## config.mk

```make
export PLATFORM = sky130hd
export DESIGN_NAME = ram_dual_port
export DESIGN_NICKNAME = d
export VERILOG_FILES = /design/src/rtl/ram_dual_port.sv
export SDC_FILE = /design/constraint.sdc
export NUM_CORES = 1
export LEC_CHECK = 0
export CAP_MARGIN = 40
export CORE_MARGIN = 1.5
export CORE_UTILIZATION = 40
export CTS_BUF_LIST = sky130_fd_sc_hd__clkbuf_8
export DETAILED_ROUTE_END_ITERATION = 6
export SLEW_MARGIN = 20
export SYNTH_ARGS = -nofsm -noshare
export SYNTH_HDL_FRONTEND = slang
export SYNTH_SLANG_ARGS = --single-unit
```

## constraint.sdc

```tcl
create_clock -name clk -period 6.85 [get_ports clk]
set_clock_uncertainty 0.05 [all_clocks]
set_input_delay 1.37 -clock clk [delete_from_list [all_inputs] [get_ports clk]]
set_output_delay 1.37 -clock clk [all_outputs]
set_load 0.01 [all_outputs]
```

## src/rtl/ram_dual_port.sv

```systemverilog
// ---------------------------------------------------------------------------
// ram_dual_port
//
// Synchronous simple-dual-port RAM with one write port and one read port on a
// single clock. Reads are registered: data_out and rd_valid change after the
// rising edge that samples rd_enb and hold until the next accepted read
// (data_out) or the next edge (rd_valid). Addresses at or beyond DEPTH are
// tolerated: out-of-range writes are dropped, out-of-range reads return zero.
//
// Optional feature (compile-time macro RAM_BYPASS_EN):
//   defined   -> write-first: a same-edge, same-address read returns data_in
//   undefined -> read-first : a same-edge, same-address read returns old data
//
// Parameters:
//   DATA_WIDTH  width of a data word
//   DEPTH       number of words (need not be a power of two)
//   ADDR_WIDTH  derived address width, not meant to be overridden
//
// Ports:
//   clk       in   single clock, rising-edge active
//   rst       in   asynchronous active-high reset (clears memory and outputs)
//   wr_enb    in   write request
//   wr_addr   in   write address
//   data_in   in   write data
//   rd_enb    in   read request
//   rd_addr   in   read address
//   data_out  out  registered read data
//   rd_valid  out  one-cycle strobe marking data_out as a fresh read result
// ---------------------------------------------------------------------------
module ram_dual_port #(
  parameter  int DATA_WIDTH = 8,
  parameter  int DEPTH      = 16,
  localparam int ADDR_WIDTH = (DEPTH > 1) ? $clog2(DEPTH) : 1
) (
  input  logic                  clk,
  input  logic                  rst,
  input  logic                  wr_enb,
  input  logic [ADDR_WIDTH-1:0] wr_addr,
  input  logic [DATA_WIDTH-1:0] data_in,
  input  logic                  rd_enb,
  input  logic [ADDR_WIDTH-1:0] rd_addr,
  output logic [DATA_WIDTH-1:0] data_out,
  output logic                  rd_valid
);

  // One extra bit so DEPTH itself is representable for the range compare.
  localparam logic [ADDR_WIDTH:0] LP_DEPTH = (ADDR_WIDTH + 1)'(DEPTH);

  logic [DATA_WIDTH-1:0] r_mem [DEPTH];
  logic [DATA_WIDTH-1:0] r_data_out;
  logic                  r_rd_valid;

  logic                  w_wr_ok;
  logic                  w_rd_ok;
  logic [DATA_WIDTH-1:0] w_rd_data;

  assign w_wr_ok = wr_enb && ({1'b0, wr_addr} < LP_DEPTH);
  assign w_rd_ok = {1'b0, rd_addr} < LP_DEPTH;

  // Select the word a read would return this edge (zero when out of range).
  always_comb begin
    w_rd_data = '0;
    if (w_rd_ok) begin
`ifdef RAM_BYPASS_EN
      // Write-first: forward the incoming word on a same-address collision.
      if (w_wr_ok && (wr_addr == rd_addr)) begin
        w_rd_data = data_in;
      end else begin
        w_rd_data = r_mem[rd_addr];
      end
`else
      w_rd_data = r_mem[rd_addr];
`endif
    end else begin
      w_rd_data = '0;
    end
  end

  // Storage array: cleared on reset, written on in-range write requests.
  always_ff @(posedge clk or posedge rst) begin
    if (rst) begin
      for (int i = 0; i < DEPTH; i++) begin
        r_mem[i] <= '0;
      end
    end else if (w_wr_ok) begin
      r_mem[wr_addr] <= data_in;
    end
  end

  // Read port: data_out updates only on accepted reads, rd_valid follows rd_enb.
  always_ff @(posedge clk or posedge rst) begin
    if (rst) begin
      r_data_out <= '0;
      r_rd_valid <= 1'b0;
    end else begin
      r_rd_valid <= rd_enb;
      if (rd_enb) begin
        r_data_out <= w_rd_data;
      end
    end
  end

  assign data_out = r_data_out;
  assign rd_valid = r_rd_valid;

endmodule

```

=== Word level (Yosys, flattened, before mapping) ===
Index checks and enable logic that the tools add are counted.

* Word-level logic and storage cells: 30
* Register bits after elaboration: 137
* Input port bits: 20
* Bits in latches: 0
* Memory bits (writable): 0
* Memories: 0
* Bits in read-only memories: 0
* Output and inout port bits: 9

* Add/subtract/negate cells: 0
* Shift operators: 0
* Multiplexer cells: 6
* Reduce and logical (&&, ||, !) cells: 1
* Divide/modulo/power cells: 0
* Equality and inequality tests: 0
* $mul: 0
* Order comparisons: 3
* Bitwise operators: 2

{| class="wikitable"
|+ Operators by type and width
! operator !! count
|-
| 128-bit bitwise mux || 1
|-
| 8-bit binary-select mux with 4-bit select || 1
|-
| 8-bit demux with 4-bit select || 1
|-
| 8-bit two-way mux || 3
|-
| 5-bit >= comparator (second input constant) || 2
|-
| 4-bit NOT with 5-bit output || 2
|-
| 5-bit by 1-bit less-than comparator with 1-bit output (second input constant) || 1
|-
| 1-bit logical AND || 1
|}

=== Depth between registers and ports, before layout ===
Gate-level depths: netlist of the first run.

* Word-level depth: 6
* Depth in mapped cells: 6
* Mapped depth without buffers: 3

=== Worst setup path after synthesis of the first run ===
OpenSTA, ideal clock, no wires.

* Path kind: input port to flip-flop
* Start point: in wr_addr[1]
* End point: reg r_mem[120] (netlist name)
* Arrival: 2.474 ns
* Stages: 5
* Path buffers: 2
* Library setup time: 0.125 ns
* Path slack: 4.200 ns
* Required time: 6.675 ns
* Path through: nand2b_1 buf_6 or4_4 buf_6 mux2_4

* Cells in the longest elaborated chain, start to end: 6
* Elaborated cells on any way between the ends: 7
* Classes of those cells: order compare (2); mux (3); bitwise (1); reduce/logical (1)

{| class="wikitable"
|+ RTL lines
! item !! line !! source
|-
| start, declared || 38 || <nowiki>input logic [ADDR_WIDTH-1:0] wr_addr,</nowiki>
|-
| 4-bit NOT with 5-bit output (implied by the code) (*) || 86 || <nowiki>r_mem[wr_addr] <= data_in;</nowiki>
|-
| 5-bit >= comparator (implied by the code) / 5-bit by 1-bit less-than comparator with 1-bit output (equally long branches) || 86 ||
|-
| 1-bit logical AND (implied by the code) || 86 ||
|-
| 8-bit two-way mux (implied by the code) || 86 ||
|-
| 8-bit demux with 4-bit select (*) || 86 ||
|-
| 128-bit bitwise mux (*) || 86 ||
|-
| end signal, assigned by index || 86 ||
|-
| end, declared || 49 || <nowiki>logic [DATA_WIDTH-1:0] r_mem [DEPTH];</nowiki>
|}

Every way passes the cells marked *; elsewhere a longest branch is shown, timed or not.
A chain may end at the register's enable or synchronous reset.

=== Final worst setup path of the first run ===
* Start point: in wr_addr[3]
* End point: reg r_mem[27] (netlist name)

The elaborated chain is that of the path after synthesis.

==> impl_metrics.json, run 1 <==
{
  "synth_top_family_by_area": "multiplexers",
  "cts_tree": "done",
  "comb_power_share_pct": 17.9,
  "synth-warning-count": 0,
  "synth_compound_area_share_pct": 1.93,
  "yosysSeqAreaShare_pct": 55.1,
  "powerDensity_nw_per_um2": 314,
  "fin_cells": 616,
  "fillers": 1341,
  "drc": 0,
  "synthCells": 390,
  "grt_use_total_pct": 17.6,
  "setup_violations": 0,
  "initialDrtViolationCount": 189,
  "hp-class": "reg -> reg",
  "cts.clk_slew.worst_paths_ns": 0.07,
  "maxCapViolations": 0,
  "synth.most_common_cell": "dfrtp_1",
  "max_freq_ghz": 0.334,
  "synth_seq_cells": 137,
  "dr_total_vias": 3483,
  "ctsHoldBuffers": 0,
  "switching_power_uw": 542,
  "p_int_uw": 1690,
  "synth_nets": 410,
  "crit_slowest_cell": "clkdlybuf4s50_1",
  "syn_to_final_growth_pct": 14.3,
  "cts_resized": 0,
  "gp_congestion": 0.750,
  "clock_latency_ns": 0.44,
  "netSwitchingFraction_pct": 24.3,
  "relSlewSlack_pct": 55.1,
  "worstSetupEndpointType": "flip-flop",
  "wl_per_cell_um": 21.0,
  "ys_top_cells_by_area": "dfrtp_1, mux2_2, mux4_2",
  "via_per_inst": 5.65,
  "critPathMaxFanout": 11,
  "synth-simple-area-share_pct": 3.62,
  "timing.hold.ws_ns": 0.451,
  "final_max_slew_viol_count": 0,
  "rows": 45,
  "synth_fa_ha_area_share_pct": 0,
  "synth_xor_area_share_pct": 0,
  "netlist_top_cells_count": "dfrtp_1, mux2_2, mux4_2, clkbuf_1",
  "final_nets": 436,
  "clock-sinks": 137,
  "finalWirelength_um": 12900,
  "worst_pin_slew_ns": 0.673,
  "coreArea_um2": 15200,
  "synth_top_area_share_pct": 55.1,
  "drive_above_1_share_pct": 50.5,
  "final_hold_viol_count": 0,
  "grt_pass1_wl_um": 21300,
  "io_buffers": 28,
  "io_pins": 29,
  "p_seq_share_pct": 48.6,
  "antenna_found_initial": 0,
  "synth_ff_type": "dfrtp_1",
  "power_uw": 2230,
  "grt_pass1_vias": 3709,
  "max-vdd-ir-drop_mv": 0.137,
  "power.leakage_uw": 0.00302,
  "clock-root-buffer": "clkbuf_8",
  "ant_nets": 0,
  "n_antenna_cell": 0,
  "cts_buffers": 17,
  "rsz0062_at_grt": "no",
  "cp_cell_sequence": "clkdlybuf4s50_1 -> nand2b_1 -> nor2_2 -> mux2_2",
  "die_x_um": 128,
  "path_buf_inv": 1,
  "cp-start-kind": "input port",
  "required_ns": 7.12,
  "fin_tns_setup_ns": 0,
  "path_class": "in -> reg",
  "place_inst": 584,
  "yosysUniqueCellTypes": 27,
  "syn_area_um2": 6230,
  "async_flop_share_pct": 100,
  "die_y_um": 128,
  "synth_area_per_cell_um2": 16.0,
  "muxShareOfSynthArea_pct": 36.5,
  "clk_path_buf_depth": 2,
  "worst_path_dominant_cell_family": "simple AND/OR/NAND/NOR gates",
  "grt_max_degree": 72,
  "h-tree-depth": 4,
  "fin_crit_sh_pct": 43.7,
  "status": "finished clean",
  "place_area_um2": 6660,
  "synth_area_leader_cell": "dfrtp_1",
  "gr-total-overflow": 0,
  "postCtsSetupBuffers": 0,
  "dr.pass1.iters": 4,
  "dp_hpwl_um": 8600,
  "synth_edf_count": 0,
  "final_area_um2": 7120,
  "clockPowerShare_pct": 33.5,
  "fin_crit_ns": 2.99,
  "die_area_um2": 16300,
  "start_util_pct": 41.0,
  "critPathArrivalTime_ns": 3.27,
  "critPathMaxStageDelay_ns": 0.69
}
[layer usage]
metal  GRT usage (%)  vias up  part of all wire [%]
met5               0        -                     0
met4            5.75        0                   1.1
met3            3.51       11                   3.2
met2            26.9       60                    47
met1            25.4     1900                    48
li1                -     1512                     -
[per-stage QoR]
stage	worst slack [ns]	util (%)
3_5_place_dp	3.33	43.8
2_1_floorplan	1.76	-
4_1_cts	3.81	46.8
6_report	3.86	46.8
3_3_place_gp	3.11	43.4
5_1_grt	3.78	46.8
[layout make-up]
type,count,area (µm²),area share (%)
Multi-Input combinational cell,219,2620,36.8
Clock buffer,18,248,3.48
Inverter,2,12.5,0.176
Clock inverter,13,200,2.81
Tap cell,188,235,3.30
Sequential cell,137,3430,48.2
Timing Repair Buffer,39,378,5.31
[placed cells by master, fill, tap and decap left out, types with 2 or more instances in the layout]
master	synthesis	routed
buf_4	7	9
mux2_2	120	120
nor3_2	5	5
mux4_2	32	32
nand2b_1	3	3
dfrtp_1	137	137
clkdlybuf4s50_1	0	27
a221oi_1	8	8
mux2_4	8	8
clkbuf_8	0	18
nor2_2	4	4
or3_1	5	5
clkinv_2	0	5
mux2i_1	8	8
o22ai_1	8	8
nor2_1	8	8
nand3_1	2	2
inv_6	0	2
nand2_1	2	2
bufinv_16	0	5
[final timing paths]
| path | start | end | slack [ns] | cells after the start |
|---|---|---|---|---|
| worst max-delay path | wr_addr[3] | r_mem[27] | 3.86 | 4 |
| worst min-delay path | r_mem[54] | r_mem[54] | 0.45 | 1 |
| worst max register to register | r_mem[19] | data_out[3] | 5.44 | 3 |
| worst min register to register | r_mem[54] | r_mem[54] | 0.45 | 1 |
| max in group asynchronous | rst | r_mem[35] | 4.32 | 4 |
| min in group asynchronous | rst | r_mem[95] | 1.34 | 2 |
[flip-flops by register name, indices dropped and copies added, names as in the netlist]
register and count:
data_out 8, r_mem 128, rd_valid 1
[power by group through the flow]
stage / clock network (µW) / logic (µW) / registers (µW)
5_1_grt: 798 / 436 / 1110
4_1_cts: 764 / 409 / 1090
6_report: 748 / 401 / 1090
3_5_place_dp: 0 / 409 / 1100
3_3_place_gp: 0 / 395 / 1090
2_1_floorplan: 0 / 313 / 1070
[logic make-up after synthesis]
family | after synthesis
buffers and inverters | 34
DFF | 137
AOI/OAI and AO/OA | 16
and+or+nand+nor | 35
muxes | 168
(Power assumes the default switching activity.)
==> inputs of run 2 (changes only) <==
clock period = 2.5 ns   (was 6.85 ns; I/O delays follow)
==> impl_metrics.json, run 2 (synthesized netlist as in run 1, its figures left out) <==
{
  "clock_latency_ns": 0.44,
  "path_class": "in -> reg",
  "die_area_um2": 16300,
  "p_seq_share_pct": 53.0,
  "postCtsSetupBuffers": 0,
  "finalWirelength_um": 13000,
  "ctsHoldBuffers": 0,
  "die_y_um": 128,
  "most-common-layout-cells": "dfrtp_1, mux2_2, mux4_2",
  "min_delay_path_depth": 1,
  "largest_reg_flops": 128,
  "crit_start": "wr_enb",
  "dp_hpwl_um": 8300,
  "gr-total-overflow": 0,
  "whs_endpoint": "r_mem[119]",
  "critPathArrivalTime_ns": 2.25,
  "cts_resized": 0,
  "critPathMaxFanout": 8,
  "io_pins": 29,
  "final_max_slew_viol_count": 0,
  "cts.clk_slew.worst_paths_ns": 0.07,
  "relSlewSlack_pct": 47.9,
  "grt_util_met2_pct": 27.0,
  "fin_crit_ns": 1.98,
  "max_freq_ghz": 0.504,
  "rsz0062_at_grt": "no",
  "setup_violations": 0,
  "grt.met1_usage_pct": 24.3,
  "gp_congestion": 0.723,
  "grt.met3_usage_pct": 4.13,
  "fin_cells": 625,
  "fillers": 1327,
  "rows": 45,
  "comb_power_share_pct": 19.8,
  "syn_to_final_growth_pct": 14.1,
  "cts_buffers": 17,
  "dr_total_vias": 3441,
  "grt_pass1_vias": 3747,
  "n_antenna_cell": 0,
  "place_inst": 593,
  "wl_per_cell_um": 20.8,
  "final_nets": 444,
  "start_util_pct": 41.0,
  "max-vdd-ir-drop_mv": 0.303,
  "regMostFlops": "r_mem",
  "powerDensity_nw_per_um2": 790,
  "mostFrequentLayoutCell": "dfrtp_1",
  "rr_startpoint": "r_mem[3]",
  "fin_tns_setup_ns": 0,
  "clock-root-buffer": "clkbuf_8",
  "h-tree-depth": 4,
  "switching_power_uw": 1410,
  "cp-start-kind": "input port",
  "clk_path_buf_depth": 2,
  "io_buffers": 28,
  "via_per_inst": 5.51,
  "drive_above_1_share_pct": 49.4,
  "grt.busiest_layer": "met2",
  "power.leakage_uw": 0.00304,
  "drc": 0,
  "r2r_cells": 3,
  "final_hold_viol_count": 0,
  "clockPowerShare_pct": 27.2,
  "maxCapViolations": 0,
  "ant_nets": 0,
  "grt_use_total_pct": 17.5,
  "r2r_setup_slack_ns": 1.10,
  "worst_pin_slew_ns": 0.781,
  "required_ns": 2.77,
  "p_int_uw": 4200,
  "dr.pass1.iters": 4,
  "netSwitchingFraction_pct": 25.2,
  "grt_max_degree": 138,
  "worstSetupEndpointType": "flip-flop",
  "cts_tree": "done",
  "die_x_um": 128,
  "reg2reg_to": "data_out[3]",
  "grt_pass1_wl_um": 21000,
  "clock-sinks": 137,
  "status": "finished clean",
  "fin_crit_sh_pct": 79.3,
  "coreArea_um2": 15200,
  "antenna_found_initial": 0,
  "hp-class": "reg -> reg",
  "hp-start": "r_mem[119]",
  "initialDrtViolationCount": 252
}
## run 2: cell type report
type	instances	area [µm²]	area share [%]
clock buffers	21	289	4.07
clock inverters	11	43.8	0.616
repair buffers	47	480	6.76
flip-flops and latches	137	3430	48.2
well taps	188	235	3.31
multi-input cells	219	2620	36.8
inverters	2	11.3	0.158
## run 2: worst max-delay path by stage
| stage | cells after the start | to |
|---|---|---|
| 2_1_floorplan | 1 | data_out[0] |
| 3_3_place_gp | 4 | r_mem[107] |
| 3_5_place_dp | 4 | r_mem[109] |
| 4_1_cts | 4 | r_mem[109] |
| 5_1_grt | 4 | r_mem[73] |
| 6_report | 4 | r_mem[109] |
## run 2: routing by layer
metal  vias to the layer above  share of wire (%)
met5                         -                  0
met4                         0                1.4
met3                        18                3.9
met2                        66                 46
met1                      1836                 48
li1                       1521                  -
## run 2: stage by stage
step                      worst slack, ns  power [µW]  hold WS (ns)  area (µm²)  utilization (%)
after CTS                           0.511        5680         0.455        7110             46.7
after global placement             0.0846        4080         0.433        6770             44.6
after detailed placement           0.0304        4140         0.438        6770             44.6
final                               0.517        5620         0.452        7110             46.7
after global routing                0.481        5920         0.459        7110             46.7
after floorplan                     0.243        3790         0.424        6230                -
## run 2: power groups by stage
| stage | Combinational (µW) | Sequential [µW] | Clock (µW) |
|---|---|---|---|
| 2_1_floorplan | 859 | 2940 | 0 |
| 3_3_place_gp | 1100 | 2980 | 0 |
| 3_5_place_dp | 1130 | 3010 | 0 |
| 4_1_cts | 1130 | 2970 | 1580 |
| 5_1_grt | 1210 | 3030 | 1680 |
| 6_report | 1110 | 2970 | 1530 |
## run 2: critical path, cell delays in order
cell	delay, ns
clkdlybuf4s50_1	0.54
nand2_1	0.16
or4_1	0.68
mux2_2	0.37
